File: src/rtl/piso_stream.sv
// Parallel-in serial-out shifter with valid/ready load, per-word bit order, stall and framing.
// Define PISO_STREAM_PARITY_EN to append an even-parity bit after each word.
module piso_stream #(
    parameter int WIDTH = 8,
`ifdef PISO_STREAM_PARITY_EN
    parameter int CNT_W = $clog2(WIDTH + 1)
`else
    parameter int CNT_W = $clog2(WIDTH)
`endif
) (
    input  logic             clk,
    input  logic             rst,
    input  logic             load_valid,
    output logic             load_ready,
    input  logic [WIDTH-1:0] din,
    input  logic             msb_first,
    input  logic             shift_en,
    output logic             dout,
    output logic             dout_valid,
    output logic             last,
    output logic             busy
);

    typedef enum logic {IDLE, SHIFT} state_t;

`ifdef PISO_STREAM_PARITY_EN
    localparam logic [CNT_W-1:0] LAST_CNT = CNT_W'(WIDTH);
`else
    localparam logic [CNT_W-1:0] LAST_CNT = CNT_W'(WIDTH - 1);
`endif

    state_t           r_state;
    logic [WIDTH-1:0] r_sreg;
    logic [CNT_W-1:0] r_cnt;
    logic             r_msb;
`ifdef PISO_STREAM_PARITY_EN
    logic             r_par;
`endif

    logic w_shift;
    logic w_last;
    logic w_data;
    logic w_bit;
    logic w_accept;

    assign w_shift  = (r_state == SHIFT);
    assign w_last   = w_shift && (r_cnt == LAST_CNT);
    assign w_data   = r_msb ? r_sreg[WIDTH-1] : r_sreg[0];
`ifdef PISO_STREAM_PARITY_EN
    assign w_bit    = (r_cnt == LAST_CNT) ? r_par : w_data;
`else
    assign w_bit    = w_data;
`endif
    // Reload on the last bit only when the link actually advances, so a stall never drops a word.
    assign load_ready = ~rst & ((r_state == IDLE) | (w_last & shift_en));
    assign w_accept   = load_valid & load_ready;

    assign dout       = w_shift & w_bit;
    assign dout_valid = w_shift;
    assign busy       = w_shift;
    assign last       = w_last;

    always_ff @(posedge clk or posedge rst) begin
        if (rst) begin
            r_state <= IDLE;
            r_sreg  <= '0;
            r_cnt   <= '0;
            r_msb   <= 1'b1;
`ifdef PISO_STREAM_PARITY_EN
            r_par   <= 1'b0;
`endif
        end else begin
            case (r_state)
                IDLE: begin
                    if (w_accept) begin
                        r_state <= SHIFT;
                        r_sreg  <= din;
                        r_cnt   <= '0;
                        r_msb   <= msb_first;
`ifdef PISO_STREAM_PARITY_EN
                        r_par   <= ^din;
`endif
                    end
                end
                SHIFT: begin
                    if (shift_en) begin
                        if (r_cnt == LAST_CNT) begin
                            if (w_accept) begin
                                r_sreg <= din;
                                r_cnt  <= '0;
                                r_msb  <= msb_first;
`ifdef PISO_STREAM_PARITY_EN
                                r_par  <= ^din;
`endif
                            end else begin
                                r_state <= IDLE;
                            end
                        end else begin
                            r_sreg <= r_msb ? {r_sreg[WIDTH-2:0], 1'b0}
                                            : {1'b0, r_sreg[WIDTH-1:1]};
                            r_cnt  <= r_cnt + CNT_W'(1);
                        end
                    end
                end
                default: r_state <= IDLE;
            endcase
        end
    end

endmodule

File: config.mk
export PLATFORM = sky130hd
export DESIGN_NAME = piso_stream
export DESIGN_NICKNAME = d
export VERILOG_FILES = /design/src/rtl/piso_stream.sv
export SDC_FILE = /design/constraint.sdc
export NUM_CORES = 1
export LEC_CHECK = 0
export CORE_MARGIN = 5
export CORE_UTILIZATION = 42
export DETAILED_ROUTE_END_ITERATION = 7
export PLACE_DENSITY = 0.75
export SYNTH_ARGS = -nofsm -noshare
export SYNTH_HDL_FRONTEND = slang
export SYNTH_SLANG_ARGS = --single-unit
File: constraint.sdc
create_clock -name clk -period 1.65 [get_ports clk]
set_input_delay 0.2475 -clock clk [delete_from_list [all_inputs] [get_ports clk]]
set_output_delay 0.2475 -clock clk [all_outputs]
set_load 0.02 [all_outputs]
==> flow_metrics.env <==
export IMPL_slew_headroom_pct=66.7
export IMPL_rsz0062_at_grt="true"
export IMPL_synth_net_count=84
export IMPL_drc=0
export IMPL_avgSynthCellArea_sq_um=10.6
export IMPL_p_sw_share_pct=38.3
export IMPL_skew_ps=4.15
export IMPL_busiest_layer="met2"
export IMPL_grt_pass1_wl_microns=2770
export IMPL_clkTransAtPathRegs_ps=80
export IMPL_slew_viol_final=0
export IMPL_cts_max_path_buffers=2
export IMPL_cp_data_required_time_ps=1400
export IMPL_setup_tns_ps=0
export IMPL_clkLatencyLatePin_ps=290
export IMPL_timing_rr_start="r_cnt[1]"
export IMPL_syn_to_final_growth_pct=39.7
export IMPL_p_int_mw=1.04
export IMPL_placed_cells=110
export IMPL_end_kind="output port"
export IMPL_rr_endpoint="r_sreg[5]"
export IMPL_core_area_sq_um=1690
export IMPL_crit_fanout=3
export IMPL_nNetsFinal=114
export IMPL_reg2regPathDepth=6
export IMPL_synth_warning_count=0
export IMPL_leakage_nw=0.446
export IMPL_p_seq_share_pct=36.8
export IMPL_switching_power_mw=0.646
export IMPL_synthesis_area_sq_um=734
export IMPL_fp_dieW_microns=51.8
export IMPL_final_cell_mix="nand2_1 (12), dfrtp_1 (12), clkdlybuf4s50_1 (12), buf_4 (11), mux2i_1 (8)"
export IMPL_wl_microns=1730
export IMPL_crit_arrival_ps=1390
export IMPL_ctsHoldBuffers=0
export IMPL_startpoint_type="register"
export IMPL_use_met2_pct=22.9
export IMPL_yosysSeqAreaShare_pct=44.5
export IMPL_cts_tree="done"
export IMPL_antenna_found_initial=0
export IMPL_fin_area_sq_um=1030
export IMPL_yosys_register_bits=13
export IMPL_grt_remaining_overflow=0
export IMPL_grt_pass1_vias=633
export IMPL_r2r_slack_ps=60
export IMPL_cts_root_buf="clkbuf_4"
export IMPL_yosys_cell_types_count=26
export IMPL_clockPowerShare_pct=11.9
export IMPL_fmax_mhz=612
export IMPL_cts_buffers=3
export IMPL_synth_cells=69
export IMPL_wl_per_cell_microns=15.0
export IMPL_vias_per_cell=5.38
export IMPL_n_antenna_cell=0
export IMPL_antenna_left=0
export IMPL_worstMarginPinSlew_ps=499
export IMPL_h_tree_depth=1
export IMPL_finalCriticalPeriod_ps=1630
export IMPL_hold_viol_final=0
export IMPL_cts_sinks=13
export IMPL_outcome="complete, no violations"
export IMPL_p_comb_share_pct=51.2
export IMPL_power_density_nw_per_um2=1640
export IMPL_path_class="reg2out"
export IMPL_final_cells=115
export IMPL_grtUsageMet3_pct=5.73
export IMPL_die_area_sq_um=2680
export IMPL_start_util_pct=43.5
export IMPL_vias=619
export IMPL_setup_viol=0
export IMPL_dp_hpwl_microns=1280
export IMPL_ir_drop_mv=0.871
export IMPL_ios=18
export IMPL_drt_iter0_markers=10
export IMPL_gp_congestion=0.814
export IMPL_dieHeight_microns=51.8
export IMPL_rows=15
export IMPL_dr_pass1_iters=4
export IMPL_io_buffer_count=17
export IMPL_nFillCells=160
export IMPL_grtUsageMet1_pct=17.6
export IMPL_post_dp_cell_area_sq_um=981
export IMPL_drive_gt1_share_pct=27.6
export IMPL_hp_class="in2async"
export IMPL_maxCapViolations=0
export IMPL_grt_max_degree=14
export IMPL_track_usage_pct=14.6
export IMPL_period_share_pct=99.0
## power groups by stage
stage / Clock (mW) / Combinational (mW) / Sequential, mW
detailed placement: 0 / 0.855 / 0.616
global route: 0.217 / 0.958 / 0.642
finish: 0.202 / 0.864 / 0.621
global placement: 0 / 0.830 / 0.614
floorplan: 0 / 0.582 / 0.581
CTS: 0.206 / 0.841 / 0.613
## kinds of logic after synthesis
logic type	count (synthesis)	share of synthesized area [%]
AOI/OAI and AO/OA	15	18.9
xor gates and xnor gates	1	1.19
adders and majority gates	2	3.41
buffers and inverters	4	3.24
DFF	13	44.5
muxes	9	12.4
and+or+nand+nor	25	16.4
## sequential cells by signal (all words and copies together), names as in the netlist
signal  cells
busy        1
r_cnt       3
r_msb       1
r_sreg      8
## cell type report
type,count,area [sq um],share of cell area [%]
clock inverters,1,5.00,0.488
inverters,1,3.75,0.366
clock buffers,3,22.5,2.20
multi-input cells,52,405,39.5
flip-flops and latches,13,327,31.8
well taps,17,21.3,2.07
repair buffers,28,241,23.5
## routing by layer
| metal | up-vias | wire length, microns |
|---|---|---|
| met3 | 4 | 96 |
| li1 | 307 | - |
| met1 | 298 | 776 |
| met5 | - | 0 |
| met2 | 10 | 824 |
| met4 | 0 | 31 |
## per-stage QoR
step	utilization [%]	setup WS, ps	power, mW	hold WS [ps]
final	60.7	16.6	1.69	454
after global routing	60.7	-36.5	1.82	517
after CTS	59.2	-18.1	1.66	468
after detailed placement	58.1	-114	1.47	529
after global placement	58.1	-95.0	1.44	519
after floorplan	-	66.9	1.16	124
## worst max-delay path: stages, from the launching register on
cell	delay, ps
dfrtp_1	390
ha_2	200
ha_4	160
a21boi_2	130
nor2_1	60
buf_4	150
## Yosys cell counts, drive strengths merged
library cell	instances	share of area (%)
xnor2	1	1.2
and2	1	0.85
a21bo	1	1.4
a21oi	3	2.6
a21boi	1	1.5
mux2i	8	11
buf	3	2.7
nand3b	1	1.0
nand2	12	6.1
dfstp	1	3.6
o21ai	1	1.2
a221o	2	2.7
dfrtp	12	41
nor2	5	2.9
a22oi	1	1.0
inv	1	0.51
o221a	5	7.7
mux2	1	1.5
and3b	1	1.2
nand2b	2	1.7
ha	2	3.4
o22ai	1	0.85
nor2b	3	2.6
## timing repair
action                                  CTS  global route
gates resized for setup                  14             7
pin swaps                                 0             2
endpoints found under the setup margin    7            14
buffers inserted                          0             1
## how the worst max path moves through the flow
stage,from,endpoint,slack (ps),depth (start not counted)
floorplan,r_cnt[0],r_sreg[3],70,6
global placement,shift_en,load_ready,-90,4
detailed placement,r_cnt[0],load_ready,-110,5
CTS,r_cnt[0],load_ready,-20,5
global route,r_cnt[1],load_ready,-40,5
finish,r_cnt[1],load_ready,20,5
No activity file was read; power rests on OpenSTA's default activity.
==> RTL change (config.mk and constraints unchanged) <==
Set the parameter `WIDTH` to 16 (it was 8).
--- a/src/rtl/piso_stream.sv
+++ b/src/rtl/piso_stream.sv
@@ -2,5 +2,5 @@
 // Define PISO_STREAM_PARITY_EN to append an even-parity bit after each word.
 module piso_stream #(
-    parameter int WIDTH = 8,
+    parameter int WIDTH = 16,
 `ifdef PISO_STREAM_PARITY_EN
     parameter int CNT_W = $clog2(WIDTH + 1)
Ports: changed (resized din); port bits go from 18 to 26. The function was not compared with the original's and may differ.
==> RTL change against the original RTL <==
Sequential cell count up 9; worst setup slack better by 26 ps; clock power up 53%; via count up 82%; design area up 72%; register-to-register slack worse by 20 ps; clock skew up 0.69 ps; routed wire length up 91%; total power up 71%; global-route usage up 1.7 points; synthesized area up 74%; critical endpoint is now r_sreg[4]; largest cell class unchanged.
==> RTL change: results <==
group,metric,value,unit
timing,tightestPinTransition,432,ps
synthesis,ys_seq_area_share,43.1,%
critical_path,r2r_slack,40,ps
power_and_ir_drop,p_leak,0.000795,uW
clock_network,root_buffer,"clkbuf_4",
clock_network,h-tree-depth,1,
detailed_routing,wire_per_inst,16.6,um
place,io_buffers,25,
final_layout,reg_top3,"r_sreg: 16 flops, r_cnt: 4 flops",
final_layout,fin_nets,189,
detailed_routing,wl_met1,1.48,mm
clock_network,cts_buffer_depth,2,
power_and_ir_drop,vdd_drop_max,470,uV
clock_network,insertion_delay,320,ps
status,status,"complete, no violations",
synthesis,synth_nets,142,
detailed_routing,met3_length,85,um
timing,fin_skew,4.85,ps
timing,period_share,97.4,%
synthesis,synthTopCellsByCount,"dfrtp_1, nor2_1, mux2i_1",
place,place_hpwl,2.37,mm
synthesis,synth.area.top_cells,"dfrtp_1, mux2i_1, a221o_1, nor2_1, a21oi_1",
global_routing,grt_pass1_wl,5.35,mm
place,place_area,1690,um^2
critical_path,max_stage_delay,430,ps
critical_path,crit_arrival,1820,ps
place,gp_congestion,0.781,
detailed_routing,first_iter_violations,90,
clock_network,path_clk_slew,130,ps
final_layout,drive_gt1_share,24.7,%
detailed_routing,route.met2.wl,1.65,mm
detailed_routing,firstDrtPassIters,4,
final_layout,nFillCells,251,
global_routing,grtUsageTotal,16.3,%
global_routing,grt_start_max_net_pins,20,
place,dp_slack,-207,ps
synthesis,yosysUniqueCellTypes,32,
detailed_routing,vias,1125,
critical_path,cp_max_fo,6,
[RTL change: changes by cell type in the layout (fill, tap and decap cells not counted), moves of 7 or more]
cell             change
dfrtp_1              +9
a221o_1             +12
nor2_1              +13
clkdlybuf4s50_1      +8
buf_4               +12
nand2_1              -7
mux2i_1              +7
[RTL change: layout make-up]
| cell class | count | share of cell area (%) |
|---|---|---|
| clock buffer | 4 | 2.05 |
| inverter | 4 | 0.991 |
| multi-input combinational | 86 | 37.9 |
| sequential | 22 | 31.2 |
| tap | 33 | 2.34 |
| timing repair buffer | 50 | 25.5 |
[RTL change: through the flow]
step / util, % / setup TNS [ps] / hold WS, ps / std cells
finish: 59.4 / 0 / 265 / 199
global route: 59.4 / -34.1 / 313 / 199
CTS: 58.1 / 0 / 274 / 195
detailed placement: 56.8 / -2310 / 529 / 191
global placement: 56.8 / -1800 / 524 / 191
floorplan: - / 0 / 236 / 120
[RTL change: logic make-up after synthesis]
logic type / count (synthesis) / share of synthesized area [%]
multiplexers: 16 / 12.6
buffers and inverters: 12 / 6.25
AND/OR/NAND/NOR: 34 / 14.1
AO/OA/AOI/OAI: 34 / 22.4
adder cells (fa/ha/maj): 1 / 0.976
XOR/XNOR: 1 / 0.684
flip-flops: 22 / 43.1
[RTL change: routing by layer]
layer  up-vias  GRT usage (%)
met2        30           27.1
met3         8           1.20
met1       548           21.4
met4         0           8.29
met5         -              0
li1        539              -
[RTL change: what timing repair did]
item / CTS / global route
setup buffers: 0 / 4
setup endpoints to repair: 19 / 16
pin swaps: 0 / 1
resized for setup: 15 / 4
[RTL change: path summary, 6_finish.rpt]
check	end	depth (start not counted)
worst max-delay path	r_sreg[4]	6
worst min-delay path	r_sreg[0]	2
worst max register to register	r_sreg[4]	6
worst min register to register	r_sreg[12]	1
max in group asynchronous	r_msb	3
min in group clk	r_sreg[8]	3
[RTL change: critical path, delay by kind of cell (launching register included)]
family | cells | cell delay (ps)
AOI/OAI and AO/OA | 2 | 530
DFF | 1 | 430
buffers and inverters | 2 | 290
adders and majority gates | 1 | 190
and+or+nand+nor | 1 | 40
[RTL change: where the power goes]
| group | internal (uW) | switching, uW | total (uW) |
|---|---|---|---|
| clock network | 135 | 173 | 309 |
| logic | 829 | 742 | 1570 |
| registers | 773 | 236 | 1010 |
